`config.mk`:
```
export PLATFORM = sky130hd
export DESIGN_NAME = sync_filt_bank
export DESIGN_NICKNAME = d
export VERILOG_FILES = /design/src/rtl/sync_filt_bank_pkg.sv /design/src/rtl/sync_filt_ch.sv /design/src/rtl/sync_filt_bank.sv
export SDC_FILE = /design/constraint.sdc
export NUM_CORES = 1
export LEC_CHECK = 0
export ABC_CLOCK_PERIOD_IN_PS = 1640
export CORE_MARGIN = 4
export CORE_UTILIZATION = 48
export DETAILED_ROUTE_END_ITERATION = 16
export PLACE_DENSITY = 0.83
export SLEW_MARGIN = 10
export SYNTH_ARGS = -nofsm -noshare
export SYNTH_HDL_FRONTEND = slang
export SYNTH_SLANG_ARGS = --single-unit
```
`constraint.sdc`:
```
create_clock -name clk -period 1.64 [get_ports clk]
set_input_delay 0.492 -clock clk [delete_from_list [all_inputs] [get_ports clk]]
set_output_delay 0.492 -clock clk [all_outputs]
set_load 0.005 [all_outputs]
```
`src/rtl/sync_filt_bank_pkg.sv`:
```
// Shared constants and helpers for the multi-channel input conditioner.
package sync_filt_bank_pkg;

    localparam int SYNC_MIN_STAGES = 2;
    localparam int FILT_W_DEF      = 4;
    localparam int CH_DEF          = 8;

    // Sticky-flag set term: a filtered edge that its per-channel mask lets through.
    function automatic logic evt_set(
        input logic rise_s,
        input logic fall_s,
        input logic rise_en_s,
        input logic fall_en_s
    );
        return (rise_s & rise_en_s) | (fall_s & fall_en_s);
    endfunction

endpackage

```
`src/rtl/sync_filt_ch.sv`:
```
// One conditioner channel: synchroniser chain, stability filter, edge pulses, sticky flag.
module sync_filt_ch
    import sync_filt_bank_pkg::*;
#(
    parameter int STAGES = SYNC_MIN_STAGES,
    parameter int FILT_W = FILT_W_DEF
) (
    input  logic              clk,
    input  logic              rst_n,
    input  logic              ena,
    input  logic              async_in,
    input  logic [FILT_W-1:0] filt_len,
    input  logic              rise_en,
    input  logic              fall_en,
    input  logic              flag_clr,
    output logic              sync_out,
    output logic              rise,
    output logic              fall,
    output logic              evt_flag
);

    generate
        if (STAGES < SYNC_MIN_STAGES) begin : g_bad_stages
            $error("sync_filt_ch: STAGES must be at least %0d", SYNC_MIN_STAGES);
        end
    endgenerate

    logic [STAGES-1:0] sync_q, sync_d;
    logic              lvl_q, lvl_d;
    logic              lvl_dly_q, lvl_dly_d;
    logic [FILT_W-1:0] cnt_q, cnt_d;
    logic              flag_q, flag_d;
    logic              samp_s;
    logic              rise_s;
    logic              fall_s;

    assign samp_s = sync_q[STAGES-1];
    assign rise_s = lvl_q & ~lvl_dly_q;
    assign fall_s = ~lvl_q & lvl_dly_q;

    // Next-state: the chain and the delayed level run every edge; only the filter obeys ena.
    always_comb begin
        sync_d    = {sync_q[STAGES-2:0], async_in};
        lvl_dly_d = lvl_q;
        lvl_d     = lvl_q;
        cnt_d     = cnt_q;
        if (!ena) begin
            lvl_d = lvl_q;
            cnt_d = cnt_q;
        end else if (samp_s == lvl_q) begin
            cnt_d = {FILT_W{1'b0}};
        end else if (cnt_q >= filt_len) begin
            // >= rather than == so a lowered filt_len still flips on the next edge
            lvl_d = samp_s;
            cnt_d = {FILT_W{1'b0}};
        end else begin
            cnt_d = cnt_q + {{(FILT_W-1){1'b0}}, 1'b1};
        end
        flag_d = (flag_q & ~flag_clr) | evt_set(rise_s, fall_s, rise_en, fall_en);
    end

    // Channel state registers.
    always_ff @(posedge clk or negedge rst_n) begin
        if (!rst_n) begin
            sync_q    <= {STAGES{1'b0}};
            lvl_q     <= 1'b0;
            lvl_dly_q <= 1'b0;
            cnt_q     <= {FILT_W{1'b0}};
            flag_q    <= 1'b0;
        end else begin
            sync_q    <= sync_d;
            lvl_q     <= lvl_d;
            lvl_dly_q <= lvl_dly_d;
            cnt_q     <= cnt_d;
            flag_q    <= flag_d;
        end
    end

    assign sync_out = lvl_q;
    assign rise     = rise_s;
    assign fall     = fall_s;
    assign evt_flag = flag_q;

endmodule

```
`src/rtl/sync_filt_bank.sv`:
```
// Bank of independent input-conditioner channels with a shared filter length and one irq.
module sync_filt_bank
    import sync_filt_bank_pkg::*;
#(
    parameter int CH     = CH_DEF,
    parameter int STAGES = SYNC_MIN_STAGES,
    parameter int FILT_W = FILT_W_DEF
) (
    input  logic              clk,
    input  logic              rst_n,
    input  logic              ena,
    input  logic [CH-1:0]     async_in,
    input  logic [FILT_W-1:0] filt_len,
    input  logic [CH-1:0]     rise_en,
    input  logic [CH-1:0]     fall_en,
    input  logic [CH-1:0]     flag_clr,
    output logic [CH-1:0]     sync_out,
    output logic [CH-1:0]     rise,
    output logic [CH-1:0]     fall,
    output logic [CH-1:0]     evt_flag,
    output logic              irq
);

    generate
        for (genvar i = 0; i < CH; i++) begin : g_ch
            sync_filt_ch #(
                .STAGES (STAGES),
                .FILT_W (FILT_W)
            ) u_ch (
                .clk      (clk),
                .rst_n    (rst_n),
                .ena      (ena),
                .async_in (async_in[i]),
                .filt_len (filt_len),
                .rise_en  (rise_en[i]),
                .fall_en  (fall_en[i]),
                .flag_clr (flag_clr[i]),
                .sync_out (sync_out[i]),
                .rise     (rise[i]),
                .fall     (fall[i]),
                .evt_flag (evt_flag[i])
            );
        end
    endgenerate

    // Reduction of flag registers only, so irq cannot glitch.
    assign irq = |evt_flag;

endmodule

```
==> flow_metrics.env <==
export IMPL_status="complete, but fails checks"
export IMPL_violations="negative setup slack"
export IMPL_synth_area_leaders="dfrtp_1 (44%), ha_1 (12%), buf_4 (5.8%), a2111oi_4 (5.3%), o2bb2ai_1 (3.4%)"
export IMPL_via_count=3700
export IMPL_dpl_hpwl_mm=6.62
export IMPL_postLayoutCoreUtil=0.804
export IMPL_wl_per_cell_um=23.7
export IMPL_portBuffers=71
export IMPL_cap_violations=0
export IMPL_grt_pass1_vias=3851
export IMPL_instances_no_fill=636
export IMPL_first_pass_iters=4
export IMPL_ys_ff_latch=72
export IMPL_fin_skew_ns=0.00807
export IMPL_grt_pass1_wl_mm=20.1
export IMPL_via_per_inst=5.82
export IMPL_ir_worst_vdd_mv=1.06
export IMPL_arrival_ns=2.23
export IMPL_grt_ovfl_total=0
export IMPL_synthXorXnorAreaFrac=0.0169
export IMPL_htree_levels=3
export IMPL_avgSynthCellArea_um2=11.5
export IMPL_slew_headroom=0.717
export IMPL_drtAntennaViolNets=0
export IMPL_grt_max_degree=36
export IMPL_clockBufferDepth=2
export IMPL_post_place_ws_ns=-0.918
export IMPL_start_util=0.498
export IMPL_root_buffer="clkbuf_8"
export IMPL_path_max_fanout=4
export IMPL_antenna_found_initial=0
export IMPL_fin_nets=606
export IMPL_synthArstFlopShare=1.00
export IMPL_yosys_area_share_simple=0.126
export IMPL_cts_inserted_buffers=9
export IMPL_placed_cell_area_mm2=0.00514
export IMPL_wl_mm=15.1
export IMPL_die_h_um=101
export IMPL_fin_crit_ns=1.95
export IMPL_gp_congestion=0.776
export IMPL_synth_area_mux_share=0.0315
export IMPL_crit_path_start_kind="flip-flop"
export IMPL_yosysSeqAreaShare=0.436
export IMPL_drc=0
export IMPL_synth_cell_types=30
export IMPL_worstHoldPathType="reg -> reg"
export IMPL_area_growth_pct=61.3
export IMPL_finalHoldViolCount=0
export IMPL_setup_ws_ns=-0.306
export IMPL_design_die_area_mm2=0.0102
export IMPL_synth_top_family_by_area="compound AO/OA/AOI/OAI gates"
export IMPL_yosysTopAreaCell="dfrtp_1"
export IMPL_rows=33
export IMPL_fin_hold_ws_ns=0.351
export IMPL_final_max_slew_viol_count=0
export IMPL_synth_edf_count=0
export IMPL_syn_nets=440
export IMPL_grt_use_total=0.265
export IMPL_synth_compound_area_share=0.187
export IMPL_drive_gt1_frac=0.567
export IMPL_final_seq_area_mm2=0.00180
export IMPL_setup_viol=50
export IMPL_core_area_mm2=0.00830
export IMPL_synth_cell_area_mm2=0.00414
export IMPL_clkLatencyLatePin_ns=0.37
export IMPL_crit_type="reg -> reg"
export IMPL_fillerInstances=409
export IMPL_cp_required_ns=1.93
export IMPL_synth_top_area_frac=0.436
export IMPL_synth_main_ff_cell="dfrtp_1"
export IMPL_p_per_area_mw_per_mm2=1760
export IMPL_period_share=1.19
export IMPL_num_antenna_cells=0
export IMPL_yosysMostFrequentCell="dfrtp_1"
export IMPL_ys_warnings_count=0
export IMPL_path_clk_slew_ns=0.08
export IMPL_cts_sinks=72
export IMPL_io_pins=72
export IMPL_end_kind="flip-flop"
export IMPL_synthAdderAreaFrac=0.121
export IMPL_dp_cells=551
export IMPL_die_w_um=101
export IMPL_cts_tree="built"
export IMPL_tightest_slew_ns=0.424
export IMPL_max_clock_freq_mhz=514
export IMPL_synth_common_cells="dfrtp_1 (72), ha_1 (40), buf_4 (32), o21ai_0 (22), inv_1 (20)"
export IMPL_multi_input_area_mm2=0.00278
export IMPL_syn_inst=361
export IMPL_design_area_mm2=0.00667
export IMPL_rsz0062_at_grt="true"
export IMPL_p_leak_nw=3.03
export IMPL_drt_iter0_drc=311
-- registers in the layout (all words and copies together) (netlist names) --
name                 count
g_ch.u_ch.cnt_q         32
g_ch.u_ch.evt_flag       8
g_ch.u_ch.lvl_dly_q      8
g_ch.u_ch.sync_out       8
g_ch.u_ch.sync_q        16
-- worst paths after layout --
kind / slack [ns] / endpoint / cells after the start / from
hold / removal: 0.35 / g_ch[3].u_ch.sync_q[1] / 0 / g_ch[3].u_ch.sync_q[0]
min in group asynchronous: 0.53 / g_ch[1].u_ch.evt_flag / 2 / rst_n
setup reg to reg: -0.31 / g_ch[1].u_ch.cnt_q[0] / 7 / g_ch[1].u_ch.cnt_q[0]
setup / recovery: -0.31 / g_ch[1].u_ch.cnt_q[0] / 7 / g_ch[1].u_ch.cnt_q[0]
max in group asynchronous: 0.54 / g_ch[2].u_ch.cnt_q[3] / 3 / rst_n
hold reg to reg: 0.35 / g_ch[3].u_ch.sync_q[1] / 0 / g_ch[3].u_ch.sync_q[0]
-- cells by family (layout without fill, tap and decap cells) --
family | after synthesis | count (layout)
flops | 72 | 72
simple gates | 87 | 87
compound gates | 84 | 84
xor+xnor | 8 | 8
mux | 12 | 12
buf+inv | 58 | 228
fa+ha+maj | 40 | 40
-- stage by stage --
step / total power [W] / TNS (ns)
3_5_place_dp: 0.00700 / -32.87
5_1_grt: 0.0123 / -10.75
2_1_floorplan: 0.00536 / -4.69
4_1_cts: 0.0100 / -3.06
6_report: 0.0117 / -7.78
3_3_place_gp: 0.00676 / -31.25
-- layout make-up --
| class | count | area share |
|---|---|---|
| clock inverters | 6 | 0.0128 |
| well taps | 105 | 0.0197 |
| clock buffers | 9 | 0.0186 |
| flip-flops and latches | 72 | 0.270 |
| repair buffers | 193 | 0.249 |
| multi-input cells | 231 | 0.417 |
| inverters | 20 | 0.0135 |
-- repair_timing --
action                     4_1_cts  5_1_grt
buffers inserted                46       30
hold endpoints to repair        10        0
hold buffers                     1        0
setup endpoints to repair       73       71
pin swaps                       39       21
gates resized for setup        228       76
-- routing by layer --
layer | vias to the layer above | global-route usage | routed length, um
li1 | 1595 | - | -
met1 | 1806 | 0.279 | 5290
met2 | 212 | 0.473 | 7880
met3 | 87 | 0.0685 | 967
met4 | 0 | 0.152 | 957
met5 | - | 0 | 0
-- cells in the final DEF, fill, tap and decap left out, drive strengths merged --
cell type and instances:
buf 141, dfrtp 72, ha 40, clkdlybuf4s50 33, o21ai 32, clkbuf 21
inv 18, nand2 17, nor2b 16, o2bb2ai 16, nand2b 16, nor3 12
a22oi 8, a2111oi 8, o21a 8, xor2 8, mux2 8, nor2 8
clkinvlp 4, mux2i 4, a21o 4, or3 4, nand3 4, and3 4
clkdlybuf4s15 4, or2 4, a2bb2oi 4, o41ai 4, bufinv 2, clkinv 2
dlygate4sd2 2, nor4 2, dlygate4sd3 1
-- critical path, cell delays in order (launching register included) --
cell and delay (ns):
dfrtp_1 0.42, inv_2 0.10, ha_4 0.20, nand2b_4 0.14, a2111oi_4 0.43, o21ai_4 0.14
or3_1 0.34, o21ai_1 0.10
-- report_power, final --
| part | total (W) | internal, W | switching (W) |
|---|---|---|---|
| registers | 0.00288 | 0.00231 | 0.000569 |
| logic | 0.00727 | 0.00421 | 0.00306 |
| clock network | 0.00158 | 0.000843 | 0.000742 |
| total | 0.0117 | 0.00735 | 0.00437 |
Power figures use the tool's default switching activity.
